`config.mk`:
```
export PLATFORM = sky130hd
export DESIGN_NAME = snax_alu_out_narrower
export DESIGN_NICKNAME = d
export VERILOG_FILES = /design/src/rtl/snax_alu_pkg.sv /design/src/rtl/snax_alu_out_fifo.sv /design/src/rtl/snax_alu_out_narrower.sv
export SDC_FILE = /design/constraint.sdc
export NUM_CORES = 1
export LEC_CHECK = 0
export ABC_AREA = 1
export CAP_MARGIN = 20
export CORE_AREA = 2 2 337 339
export CTS_CLUSTER_SIZE = 12
export DETAILED_ROUTE_END_ITERATION = 8
export DIE_AREA = 0 0 339 341
export PLACE_DENSITY = 0.69
export SYNTH_ARGS = -nofsm -noshare
export SYNTH_HDL_FRONTEND = slang
export SYNTH_HIERARCHICAL = 1
export SYNTH_SLANG_ARGS = --single-unit
```
`constraint.sdc`:
```
create_clock -name clk_i -period 28.5 [get_ports clk_i]
set_input_delay 4.275 -clock clk_i [delete_from_list [all_inputs] [get_ports clk_i]]
set_output_delay 4.275 -clock clk_i [all_outputs]
set_load 0.02 [all_outputs]
```
`src/rtl/snax_alu_pkg.sv`:
```
// Shared types for the SNAX ALU output narrowing stage.
package snax_alu_pkg;

  typedef enum logic [1:0] {
    IDLE  = 2'd0,
    RUN   = 2'd1,
    DRAIN = 2'd2
  } out_state_e;

  localparam logic LO_HALF = 1'b0;
  localparam logic HI_HALF = 1'b1;

endpackage

```
`src/rtl/snax_alu_out_fifo.sv`:
```
// Registered synchronous FIFO (no fall-through) holding wide ALU result beats.
module snax_alu_out_fifo #(
  parameter int unsigned Width = 8,
  parameter int unsigned Depth = 2
) (
  input  logic             clk_i,
  input  logic             rst_ni,
  input  logic             push_i,
  input  logic [Width-1:0] data_i,
  input  logic             pop_i,
  output logic [Width-1:0] data_o,
  output logic             full_o,
  output logic             empty_o
);

  localparam int unsigned PtrW = (Depth > 1) ? $clog2(Depth) : 1;
  localparam int unsigned CntW = $clog2(Depth + 1);

  logic [Width-1:0] mem_q [Depth];
  logic [Width-1:0] mem_d [Depth];
  logic [PtrW-1:0]  wr_ptr_q, wr_ptr_d;
  logic [PtrW-1:0]  rd_ptr_q, rd_ptr_d;
  logic [CntW-1:0]  cnt_q, cnt_d;
  logic             push_en, pop_en;

  function automatic logic [PtrW-1:0] ptr_inc(input logic [PtrW-1:0] p);
    return (p == PtrW'(Depth - 1)) ? '0 : p + PtrW'(1);
  endfunction

  assign full_o  = (cnt_q == CntW'(Depth));
  assign empty_o = (cnt_q == '0);
  assign data_o  = mem_q[rd_ptr_q];
  assign push_en = push_i && !full_o;
  assign pop_en  = pop_i && !empty_o;

  always_comb begin
    mem_d    = mem_q;
    wr_ptr_d = wr_ptr_q;
    rd_ptr_d = rd_ptr_q;
    cnt_d    = cnt_q;
    if (push_en) begin
      mem_d[wr_ptr_q] = data_i;
      wr_ptr_d        = ptr_inc(wr_ptr_q);
    end
    if (pop_en) begin
      rd_ptr_d = ptr_inc(rd_ptr_q);
    end
    if (push_en && !pop_en) begin
      cnt_d = cnt_q + CntW'(1);
    end else if (pop_en && !push_en) begin
      cnt_d = cnt_q - CntW'(1);
    end
  end

  always_ff @(posedge clk_i or negedge rst_ni) begin
    if (!rst_ni) begin
      wr_ptr_q <= '0;
      rd_ptr_q <= '0;
      cnt_q    <= '0;
    end else begin
      wr_ptr_q <= wr_ptr_d;
      rd_ptr_q <= rd_ptr_d;
      cnt_q    <= cnt_d;
    end
  end

  // Payload storage needs no reset; occupancy tracking decides validity.
  always_ff @(posedge clk_i) begin
    mem_q <= mem_d;
  end

endmodule

```
`src/rtl/snax_alu_out_narrower.sv`:
```
// Splits wide SNAX ALU results into two narrow streamer beats and tracks job completion.
// Optional stall counter enabled by defining SNAX_ALU_OUT_STALL_CNT_EN.
module snax_alu_out_narrower
  import snax_alu_pkg::*;
#(
  parameter int unsigned NumPE     = 4,
  parameter int unsigned DataWidth = 64,
  parameter int unsigned FifoDepth = 2,
  parameter int unsigned CntWidth  = 32
) (
  input  logic                            clk_i,
  input  logic                            rst_ni,
  input  logic [NumPE*DataWidth*2-1:0]    acc_data_i,
  input  logic                            acc_valid_i,
  output logic                            acc_ready_o,
  output logic [NumPE*DataWidth-1:0]      stream_data_o,
  output logic                            stream_valid_o,
  input  logic                            stream_ready_i,
  input  logic [CntWidth-1:0]             cfg_len_i,
  input  logic                            cfg_start_i,
  output logic                            busy_o,
  output logic                            done_o,
  output logic [CntWidth-1:0]             beat_cnt_o,
  output logic [CntWidth-1:0]             stall_cnt_o
);

  localparam int unsigned NarrowW = NumPE * DataWidth;
  localparam int unsigned WideW   = 2 * NarrowW;

  out_state_e          state_q, state_d;
  logic [CntWidth-1:0] len_q, len_d;
  logic [CntWidth-1:0] in_cnt_q, in_cnt_d;
  logic [CntWidth-1:0] beat_cnt_q, beat_cnt_d;
  logic                half_sel_q, half_sel_d;
  logic                done_q, done_d;

  logic [WideW-1:0]    head;
  logic                fifo_full, fifo_empty;
  logic                in_hs, out_hs, pop, start_job;

  snax_alu_out_fifo #(
    .Width (WideW),
    .Depth (FifoDepth)
  ) i_fifo (
    .clk_i   (clk_i),
    .rst_ni  (rst_ni),
    .push_i  (in_hs),
    .data_i  (acc_data_i),
    .pop_i   (pop),
    .data_o  (head),
    .full_o  (fifo_full),
    .empty_o (fifo_empty)
  );

  assign busy_o         = (state_q != IDLE);
  assign done_o         = done_q;
  assign beat_cnt_o     = beat_cnt_q;
  assign acc_ready_o    = (state_q == RUN) && !fifo_full && (in_cnt_q < len_q);
  assign stream_valid_o = !fifo_empty;
  // Data forced to zero when nothing is queued so stale payload never leaks out.
  assign stream_data_o  = fifo_empty ? '0 :
                          (half_sel_q == HI_HALF) ? head[WideW-1:NarrowW] : head[NarrowW-1:0];

  assign in_hs     = acc_valid_i && acc_ready_o;
  assign out_hs    = stream_valid_o && stream_ready_i;
  assign pop       = out_hs && (half_sel_q == HI_HALF);
  assign start_job = (state_q == IDLE) && cfg_start_i && (cfg_len_i != '0);

  always_comb begin
    state_d    = state_q;
    len_d      = len_q;
    in_cnt_d   = in_cnt_q;
    beat_cnt_d = beat_cnt_q;
    half_sel_d = half_sel_q;
    done_d     = 1'b0;

    if (out_hs) begin
      half_sel_d = ~half_sel_q;
      if (beat_cnt_q != '1) beat_cnt_d = beat_cnt_q + CntWidth'(1);
    end

    unique case (state_q)
      IDLE: begin
        if (start_job) begin
          len_d      = cfg_len_i;
          in_cnt_d   = '0;
          beat_cnt_d = '0;
          state_d    = RUN;
        end else if (cfg_start_i) begin
          done_d = 1'b1;
        end
      end
      RUN: begin
        // acc_ready_o guarantees in_cnt_q < len_q, so the increment cannot wrap.
        if (in_hs) in_cnt_d = in_cnt_q + CntWidth'(1);
        if (in_cnt_d >= len_q) state_d = DRAIN;
      end
      DRAIN: begin
        if (fifo_empty && (half_sel_q == LO_HALF)) begin
          done_d  = 1'b1;
          state_d = IDLE;
        end
      end
      default: state_d = IDLE;
    endcase
  end

  always_ff @(posedge clk_i or negedge rst_ni) begin
    if (!rst_ni) begin
      state_q    <= IDLE;
      len_q      <= '0;
      in_cnt_q   <= '0;
      beat_cnt_q <= '0;
      half_sel_q <= LO_HALF;
      done_q     <= 1'b0;
    end else begin
      state_q    <= state_d;
      len_q      <= len_d;
      in_cnt_q   <= in_cnt_d;
      beat_cnt_q <= beat_cnt_d;
      half_sel_q <= half_sel_d;
      done_q     <= done_d;
    end
  end

`ifdef SNAX_ALU_OUT_STALL_CNT_EN
  logic [CntWidth-1:0] stall_cnt_q, stall_cnt_d;

  always_comb begin
    stall_cnt_d = stall_cnt_q;
    if (start_job) begin
      stall_cnt_d = '0;
    end else if (busy_o && stream_valid_o && !stream_ready_i && (stall_cnt_q != '1)) begin
      stall_cnt_d = stall_cnt_q + CntWidth'(1);
    end
  end

  always_ff @(posedge clk_i or negedge rst_ni) begin
    if (!rst_ni) stall_cnt_q <= '0;
    else         stall_cnt_q <= stall_cnt_d;
  end

  assign stall_cnt_o = stall_cnt_q;
`else
  assign stall_cnt_o = '0;
`endif

endmodule

```
==> summary.log <==
[synthesis] share of cell area taken by muxes after synthesis 0
[timing] total negative slack 0 ns
[detailed_routing] average routed wire per standard cell 20.2 microns
[synthesis] ys flop type edfxtp_1
[detailed_routing] detailed-route DRC error count 0
[job] max_cap viols 0
[clock_tree] clock root buffer clkbuf_16
[setup_path] CP most frequent cell buf_4
[clock_tree] count of cells resized by post-cts repair 0
[synthesis] biggest area consumer among synthesized cells edfxtp_1
[final_layout] Finished Layout Cells 7122
[grt] pin count of the biggest net entering global routing 181
[detailed_routing] number of vias per cell after detailed routing 5.05
[status] status complete, no violations
[synthesis] count of state elements after synthesis 1128
[setup_path] startpoint type of the worst setup path flip-flop
[place] detailed-placement wirelength estimate 95900 microns
[floorplanning] starting utilization of the core area 0.441
[detailed_routing] antenna-violating nets left 0
[synthesis] post-synth cell types 40
[detailed_routing] Initial DRC Count 2689
[synthesis] mean instance size in the synthesized netlist 10.4 sq um
[pwr] Power Dens Cells 107 nW/um^2
[timing] clk_skew 0.0560 ns
[synthesis] post-synthesis simple-gate area fraction 0.219
[synthesis] library cell with the highest instance count after synthesis nand2_1
[setup_path] Setup CP Type reg -> out
[final_layout] Storage cell area 33400 sq um
[detailed_routing] final wirelength 144000 microns
[floorplanning] standard-cell rows 123
[timing] worst slew margin relative to its limit 0.139
[grt] antenna violations before repair 80
[synthesis] parity-gate share of the synthesized area counting xor and xnor cells 0.00693
[clock_tree] latest clock arrival within the worst-skew pair 0.72 ns
[grt] wire length of the first global-routing pass 213000 microns
[pwr] peak ir drop on the vdd network 80.3 uV
[final_layout] number of inserted filler cells in the final layout 9457
[timing] RSZ-0062 raised after global routing false
[setup_path] ordered list of cells on the worst path clkinv_16 -> buf_4 -> buf_4 -> buf_4 -> nand2_1 -> nand2_1 -> nor2_1 -> nor2_1 -> clkdlybuf4s50_1
[timing] minimum period implied by the final worst setup slack 9.70 ns
[floorplanning] die outline width 339 microns
[synthesis] Seq/Total Area, Yosys 0.676
[final_layout] Design Area, Final 62200 sq um
[final_layout] growth of design area from synthesis to finish 26.2%
[synthesis] share of flip-flops with an asynchronous set or reset 0.0922
[timing] maximum clock rate 0.103 GHz
[final_layout] net total in the final layout 6100
[place] area post-placement 58500 sq um
[pwr] Static Leak 24.3 nW
[timing] count of pins over their slew limit 0
[place] dpl cells 6866
[timing] crit share post-route 0.340
[timing] worst-margin pin slew 1.29 ns
[floorplanning] area of the core region 112000 sq um
[setup_path] worst endpoint data arrival time 5.42 ns
[clock_tree] number of setup buffers added after CTS 0
[synthesis] combinational family with the most area after synthesis simple AND/OR/NAND/NOR gates
[grt] Total GRT Usage 0.243
[final_layout] proportion of layout cells with a drive suffix above 1 0.0417
[setup_path] critical path fanouts, max 106
[synthesis] ranking of synthesized cells by instance count 1829 x nand2_1, 1024 x edfxtp_1, 612 x nor2_1
[clock_tree] clock-pin slew reported for the worst setup and hold paths after clock tree synthesis 0.06 ns
[floorplanning] number of I/O pins 873
[synthesis] fraction of the mapped netlist area in adder cells 0.0167
[clock_tree] TritonCTS clock tree yes
[grt] aggregate global routing overflow 0
[clock_tree] Max Root-Sink Buffers 3
[detailed_routing] vias post-DR 36000
[grt] number of global-route vias before repair 35100
[timing] Worst Hold Margin 0.482 ns
[final_layout] final core occ 0.556
[floorplanning] Die Y-Extent 341 microns
[floorplanning] Total Die Area 116000 sq um
[setup_path] largest stage delay on the critical path 0.85 ns
[timing] final number of setup-violating endpoints 0
[synthesis] Yosys warning total 6
[synthesis] Synth Cell Area 49300 sq um
[synthesis] count of flip-flops with a built-in enable after synthesis 1024
[place] total of buffers placed on input and output ports 840
[timing] endpoints failing hold 0
[clock_tree] count of clock tree sinks 1128
[clock_tree] Hold-fix buffers, CTS 0
[setup_path] endpoint class of the critical path output port
[clock_tree] H-tree level count 3
[detailed_routing] drt pass-1 iters 5
[synthesis] largest cells by area after synthesis edfxtp_1 62%, nand2_1 14%, dfrtp_1 5.3%
[worst_hold_path] Worst Hold Class reg -> reg
[place] weighted congestion reported at the end of routability-driven placement 0.900
[clock_tree] number of buffers added by the clock tree synthesis step 117
[synthesis] gate count of the mapped netlist 4722
[synthesis] share of Yosys cell area claimed by the top area cell type 0.624
[setup_path] critical path required time 24.23 ns
[setup_path] crit path max-delay cell type buf_4
[final_layout] area of the multi-input gates 14000 sq um
[synthesis] Compound-Gate Fraction of Synth Area 0.0378
-- per-stage QoR --
step / worst slack, ns / power, W
2_1_floorplan: 1.23 / 0.00417
3_3_place_gp: 18.33 / 0.00523
3_5_place_dp: 18.39 / 0.00526
4_1_cts: 18.68 / 0.00672
5_1_grt: 18.45 / 0.00707
6_report: 18.80 / 0.00668
-- state kept, by name, summed over array words and instances, names as in the netlist --
signal,cells
beat_cnt_o,32
done_o,1
half_sel_q,1
i_fifo/cnt_q,2
i_fifo/mem_q,1024
i_fifo/rd_ptr_q,1
i_fifo/wr_ptr_q,1
in_cnt_q,32
len_q,32
state_q,2
-- layer usage --
layer | global-route usage | share of wire
met5 | 0 | 0.0024
met4 | 0.139 | 0.052
met3 | 0.0626 | 0.075
met2 | 0.394 | 0.49
met1 | 0.294 | 0.39
-- layout make-up --
cell class	instances	area share
multi-input cells	3226	0.225
flip-flops and latches	1128	0.536
well taps	1500	0.0302
diodes	53	0.00213
repair buffers	880	0.141
clock buffers	156	0.0499
inverters	132	0.00871
clock inverters	47	0.00768
-- logic make-up after synthesis --
logic type | after synthesis
XOR/XNOR | 39
flip-flops | 1128
buffers and inverters | 399
adder cells (fa/ha/maj) | 66
AO/OA/AOI/OAI | 370
other | 1
AND/OR/NAND/NOR | 2719
-- cell usage in the layout (no fill, tap or decap), types with 6 or more instances in the layout --
cell type,n
clkinv_2,7
bufinv_16,6
clkinv_1,21
inv_1,119
nor4_1,13
o21ai_1,12
clkbuf_16,118
dfrtp_1,102
a21oi_1,35
nand2_1,1829
buf_4,38
conb_1,32
and2_1,28
clkbuf_1,37
nand3_1,123
ha_1,66
xor2_1,30
diode_2,53
nand2_2,6
o21ai_0,318
nor2_4,6
nor2_1,611
nor3_1,32
clkdlybuf4s50_1,839
nand4_1,48
xnor2_1,9
inv_2,9
edfxtp_1,1024
-- power breakdown --
part           total, W  switching (W)  internal, W
sequential      0.00224       0.000117      0.00212
combinational   0.00299        0.00195      0.00104
clock           0.00145       0.000633     0.000816
total           0.00668        0.00270      0.00398
-- worst max-delay path, delay by kind of cell (launching register included) --
| family | cells | cell delay [ns] |
|---|---|---|
| buf+inv | 5 | 3.27 |
| simple gates | 4 | 0.65 |
| flops | 1 | 0.64 |
-- final timing paths --
check | from | end | slack (ns) | cells after the start
min reg2reg | i_fifo/wr_ptr_q | i_fifo/wr_ptr_q | 0.48 | 2
max reg2reg | in_cnt_q[7] | i_fifo/mem_q[712] | 21.67 | 16
min | i_fifo/wr_ptr_q | i_fifo/wr_ptr_q | 0.48 | 2
min in group asynchronous | rst_ni | beat_cnt_o[6] | 3.50 | 1
max | i_fifo/rd_ptr_q | stream_data_o[248] | 18.80 | 9
max in group asynchronous | rst_ni | i_fifo/rd_ptr_q | 23.56 | 2
No activity file was read; power rests on OpenSTA's default activity.
